$ cat src/rtl/cpu_ctrl_pkg.sv
// Shared control-unit definitions for the branch sequencer: T-state encoding,
// the branch opcode, and the strobe bundle decoded from each T-state.
package cpu_ctrl_pkg;

  typedef enum logic [2:0] {
    IDLE   = 3'd0,
    T_CON  = 3'd1,
    T_PCY  = 3'd2,
    T_ADD  = 3'd3,
    T_PCLD = 3'd4
  } state_t;

  localparam logic [4:0] OPC_BR_CODE = 5'b10010;
  localparam int         OPC_MSB     = 31;
  localparam int         OPC_LSB     = 27;

  typedef struct packed {
    logic gra;
    logic rOut;
    logic conIn;
    logic pcOut;
    logic yIn;
    logic cOut;
    logic aluAdd;
    logic zIn;
    logic zlowOut;
    logic pcIn;
  } strobes_t;

  // pc_in in T_PCLD follows the latched CON result, so a not-taken branch leaves PC alone.
  function automatic strobes_t decodeStrobes(input state_t state, input logic conQ);
    strobes_t s;
    s = '0;
    case (state)
      T_CON: begin
        s.gra   = 1'b1;
        s.rOut  = 1'b1;
        s.conIn = 1'b1;
      end
      T_PCY: begin
        s.pcOut = 1'b1;
        s.yIn   = 1'b1;
      end
      T_ADD: begin
        s.cOut   = 1'b1;
        s.aluAdd = 1'b1;
        s.zIn    = 1'b1;
      end
      T_PCLD: begin
        s.zlowOut = 1'b1;
        s.pcIn    = conQ;
      end
      default: s = '0;
    endcase
    return s;
  endfunction

endpackage

$ cat src/rtl/branch_sequencer_sat_counter.sv
// Saturating up-counter used for the taken / not-taken branch statistics.
module sat_counter #(
  parameter int CNT_W = 16
) (
  input  logic             clock,
  input  logic             reset_n,
  input  logic             inc,
  output logic [CNT_W-1:0] count
);

  logic [CNT_W-1:0] r_count;

  always_ff @(posedge clock) begin
    if (!reset_n) begin
      r_count <= '0;
    end else if (inc && !(&r_count)) begin
      r_count <= r_count + CNT_W'(1);
    end
  end

  assign count = r_count;

endmodule

$ cat src/rtl/branch_sequencer.sv
// Conditional-branch control sequencer: walks a br instruction through the
// T_CON/T_PCY/T_ADD/T_PCLD datapath steps and loads PC only when CON was set.
module branch_sequencer
  import cpu_ctrl_pkg::*;
#(
  parameter logic [4:0] OPC_BR = OPC_BR_CODE,
  parameter int         CNT_W  = 16
) (
  input  logic             clock,
  input  logic             reset_n,
  input  logic             start,
  input  logic [31:0]      ir,
  input  logic             con,
  input  logic             stall,
  output logic             gra,
  output logic             r_out,
  output logic             con_in,
  output logic             pc_out,
  output logic             y_in,
  output logic             c_out,
  output logic             alu_add,
  output logic             z_in,
  output logic             zlow_out,
  output logic             pc_in,
  output logic             busy,
  output logic             done,
  output logic             illegal,
  output logic [CNT_W-1:0] taken_cnt,
  output logic [CNT_W-1:0] nottaken_cnt
);

  state_t   r_state;
  strobes_t r_strobes;
  logic     r_conQ;
  logic     r_done;
  logic     r_illegal;

  state_t   w_nextState;
  logic     w_illegal;
  logic     w_finish;
  logic     w_incTaken;
  logic     w_incNotTaken;
  logic     w_unusedIr;

  // Stall is ignored in IDLE so a start is never lost while the datapath is busy elsewhere.
  always_comb begin
    w_nextState = r_state;
    w_illegal   = 1'b0;
    case (r_state)
      IDLE: begin
        if (start) begin
          if (ir[OPC_MSB:OPC_LSB] == OPC_BR) begin
            w_nextState = T_CON;
          end else begin
            w_illegal = 1'b1;
          end
        end
      end
      T_CON:   if (!stall) w_nextState = T_PCY;
      T_PCY:   if (!stall) w_nextState = T_ADD;
      T_ADD:   if (!stall) w_nextState = T_PCLD;
      T_PCLD:  if (!stall) w_nextState = IDLE;
      default: w_nextState = IDLE;
    endcase
  end

  assign w_finish      = (r_state == T_PCLD) && !stall;
  assign w_incTaken    = w_finish && r_conQ;
  assign w_incNotTaken = w_finish && !r_conQ;
  assign w_unusedIr    = ^ir[OPC_LSB-1:0];

  // Strobes are decoded from the next state so they line up with the state register.
  always_ff @(posedge clock) begin
    if (!reset_n) begin
      r_state   <= IDLE;
      r_strobes <= '0;
      r_conQ    <= 1'b0;
      r_done    <= 1'b0;
      r_illegal <= 1'b0;
    end else begin
      r_state   <= w_nextState;
      r_strobes <= decodeStrobes(w_nextState, r_conQ);
      r_done    <= w_finish;
      r_illegal <= w_illegal;
      if ((r_state == T_PCY) && !stall) begin
        r_conQ <= con;
      end
    end
  end

  sat_counter #(.CNT_W(CNT_W)) u_takenCnt (
    .clock   (clock),
    .reset_n (reset_n),
    .inc     (w_incTaken),
    .count   (taken_cnt)
  );

  sat_counter #(.CNT_W(CNT_W)) u_notTakenCnt (
    .clock   (clock),
    .reset_n (reset_n),
    .inc     (w_incNotTaken),
    .count   (nottaken_cnt)
  );

  assign gra      = r_strobes.gra;
  assign r_out    = r_strobes.rOut;
  assign con_in   = r_strobes.conIn;
  assign pc_out   = r_strobes.pcOut;
  assign y_in     = r_strobes.yIn;
  assign c_out    = r_strobes.cOut;
  assign alu_add  = r_strobes.aluAdd;
  assign z_in     = r_strobes.zIn;
  assign zlow_out = r_strobes.zlowOut;
  assign pc_in    = r_strobes.pcIn;
  assign busy     = (r_state != IDLE);
  assign done     = r_done;
  assign illegal  = r_illegal;

endmodule

$ cat config.mk
export PLATFORM = sky130hd
export DESIGN_NAME = branch_sequencer
export DESIGN_NICKNAME = d
export VERILOG_FILES = /design/src/rtl/cpu_ctrl_pkg.sv /design/src/rtl/branch_sequencer_sat_counter.sv /design/src/rtl/branch_sequencer.sv
export SDC_FILE = /design/constraint.sdc
export NUM_CORES = 1
export LEC_CHECK = 0
export ABC_CLOCK_PERIOD_IN_PS = 2400
export BUFFER_PORTS_ARGS = -buffer_cell sky130_fd_sc_hd__buf_4
export CAP_MARGIN = 20
export CORE_MARGIN = 2
export CORE_UTILIZATION = 40
export DETAILED_ROUTE_END_ITERATION = 10
export GPL_ROUTABILITY_DRIVEN = 1
export GPL_TIMING_DRIVEN = 0
export PLACE_DENSITY = 0.66
export RECOVER_POWER = 50
export SYNTH_ARGS = -nofsm -noshare
export SYNTH_HDL_FRONTEND = slang
export SYNTH_HIERARCHICAL = 1
export SYNTH_SLANG_ARGS = --single-unit
$ cat constraint.sdc
create_clock -name clock -period 2.4 [get_ports clock]
set_input_delay 0.48 -clock clock [delete_from_list [all_inputs] [get_ports clock]]
set_output_delay 0.48 -clock clock [all_outputs]
set_load 0.01 [all_outputs]
==> results.toml <==
[outcome]
status = "finished, final reports clean"

[critical_path]
endpoint_kind = "flip-flop"
start_kind = "flip-flop"
crit_required_ns = 2.63
cp.arrival_ns = 2.47
worst-path-max-fanout = 8
path_class = "reg -> reg"

[route]
wire_per_inst_um = 12.8
ant_nets = 0
via_per_inst = 5.40
first_pass_iters = 4
num_vias = 1999
drc = 0
wl_um = 4740
drt_iter0_markers = 83

[clock_tree]
cts_root_buf = "clkbuf_8"
hold_buffers = 0
cts_resized = 0
clockBufferDepth = 2
cts.sinks = 43
postCtsSetupBuffers = 0
htreeDepth = 2
cts-buffers-inserted = 5
cts_tree = "built"
path_clk_slew_ns = 0.08
clkLatencyLatePin_ns = 0.29

[grt]
antenna_found_initial = 0
grt_pass1_vias = 1819
track_usage = 0.166
grt_pass1_wl_um = 8070
grt_start_max_net_pins = 21
grt_remaining_overflow = 0

[sta]
min_period_ns = 2.24
slew_viol_final = 0
worstMarginPinSlew_ns = 0.899
setup_viol = 0
period_share = 0.934
final_hold_viol_count = 0
slew_headroom = 0.395
fmax_mhz = 446
finClkSkew_ns = 0.00514
setup_tns_ns = 0

[synthesis]
syn-mean-instance-area_sq_um = 8.67
async_flop_share = 0
synth_edf_count = 0
netlist.area_leader.share = 0.414
yosysWarnings = 6
synth_nets = 279
synth.distinct_cells = 44
netlist_instances = 240
ys.flop_type = "dfxtp_1"
yosys.area.top_type = "dfxtp_1"
seq_area_frac_synth = 0.414
synthTopCellsByArea = "dfxtp_1 41%, o31ai_1 4.3%, a21oi_1 4.1%"
ys_seq_elements = 43
syn_area_sq_um = 2080

[place]
dpl_cell_area_sq_um = 2570
finalWeightedCongestion = 0.788
placedCellCount = 364
port_buffers = 54
hpwl_um = 3460

[power_and_ir_drop]
power_frac_comb = 0.033
netSwitchingFraction = 0.214
p_seq_frac = 0.606
total_power_mw = 1.18
switching_power_mw = 0.253
power-per-cell-area_nw_per_um2 = 444
p_leak_nw = 0.995
vdd_drop_max_mv = 0.234
power_frac_clock = 0.361
p_int_mw = 0.927

[floorplan]
die_area_sq_um = 5800
die_w_um = 76.1
core_sq_um = 5070
start_util = 0.410
die_y_um = 76.1
rows = 26
io_pins = 82

[cells_and_area]
syn2layout_area_growth_pct = 27.8
fillers = 526
fin_cells = 370
antennaDiodeCount = 0
nets = 340
final_cell_area_sq_um = 2660
drive_above_1_share = 0.270

[worst_hold_path]
hp-class = "in -> reg"

[run]
maxCapViolations = 0
==> metal layers <==
metal  part of all wire  wire (um)  GRT usage
met1               0.47       2230      0.205
met2               0.48       2270      0.287
met3              0.044        211     0.0438
met4             0.0061         29     0.0473
met5                  0          0          0
==> through the flow <==
step	hold WS, ns	utilization	worst slack, ns
finish	0.450	0.524	0.159
global route	0.449	0.524	-0.0215
CTS	0.442	0.521	0.0394
detailed placement	0.503	0.507	-0.0699
global placement	0.494	0.507	-0.0430
floorplan	0.467	-	0.259
==> worst paths after layout <==
path | start | to | slack, ns | depth (start not counted)
max | r_state[1] | u_notTakenCnt/count[15] | 0.16 | 9
min | start | illegal | 0.45 | 2
min reg2reg | u_notTakenCnt/count[1] | u_notTakenCnt/count[1] | 0.51 | 2
max reg2reg | r_state[1] | u_notTakenCnt/count[15] | 0.16 | 9
==> cell usage after synthesis, types with 2 or more instances <==
library cell	count
clkbuf_2	2
nand3_1	15
a211oi_1	4
nand2_1	19
clkbuf_1	2
nor2b_1	3
a21oi_1	17
or3_2	2
nand2b_1	2
mux2i_1	5
nor2_1	18
o41ai_1	2
and4_1	5
o21ai_0	6
xnor2_1	5
nand4_1	10
or4_1	10
and3_1	2
dfxtp_1	43
nor4_1	4
xor2_1	2
buf_2	2
buf_6	2
buf_4	5
o31ai_1	12
nor4b_1	2
a31oi_1	2
or3_1	4
nand4_2	2
ha_1	2
or2_2	2
and2_1	2
a2111oi_0	2
nor3_1	7
inv_1	7
==> power by group through the flow <==
stage	clock (mW)	sequential, mW	combinational (mW)
detailed placement	0	0.732	0.0395
global route	0.469	0.715	0.0436
global placement	0	0.732	0.0392
CTS	0.444	0.715	0.0397
floorplan	0	0.733	0.0148
finish	0.425	0.715	0.0395
==> registers in the layout (all words and copies together), names as in the netlist <==
register and count:
done 1, pc_out 1, c_out 1, r_state 3
zlow_out 1, gra 1, u_notTakenCnt/count 16, r_conQ 1
illegal 1, u_takenCnt/count 16, pc_in 1
==> worst max-delay path, cell delays in order (launching register included) <==
cell and delay [ns]:
dfxtp_1 0.30, buf_2 0.16, nor3_2 0.22, nand2_1 0.09, nor2_2 0.18, nand2_1 0.09, or3_1 0.31, clkbuf_2 0.17
or4_1 0.51, a21oi_1 0.14
==> cell usage in the layout (no fill, tap or decap), types with 2 or more instances in the layout <==
master	instances
buf_4	59
dfxtp_1	43
nand2_1	19
a21oi_1	17
nor2_1	17
nand3_1	15
o31ai_1	12
nand4_1	10
or4_1	10
inv_1	7
nor3_1	6
o21ai_0	6
xnor2_1	5
mux2i_1	5
and4_1	5
clkbuf_8	5
nor4_1	4
a211oi_1	4
or3_1	4
nor2b_1	3
clkbuf_1	3
buf_2	2
nor3_2	2
nor4b_1	2
and2_1	2
nand4_2	2
o41ai_1	2
xor2_1	2
nand2b_1	2
buf_6	2
clkbuf_2	2
or3_2	2
a2111oi_0	2
or2_2	2
a31oi_1	2
ha_1	2
==> cell families (layout without fill, tap and decap cells) <==
group,after synthesis,count (layout),synth area share
simple gates,114,114,0.315
compound gates,49,49,0.151
fa+ha+maj,2,2,0.0120
mux,5,5,0.0241
buf+inv,20,80,0.0547
xor+xnor,7,7,0.0295
flops,43,43,0.414
==> layout make-up <==
type | instances | area (sq um) | area share
buffer | 13 | 87.6 | 0.0329
clock buffer | 6 | 72.6 | 0.0273
inverter | 7 | 26.3 | 0.00988
multi-input combinational | 177 | 1120 | 0.421
sequential | 43 | 861 | 0.324
tap | 70 | 87.6 | 0.0329
timing repair buffer | 54 | 405 | 0.152
Power figures use the tool's default switching activity.
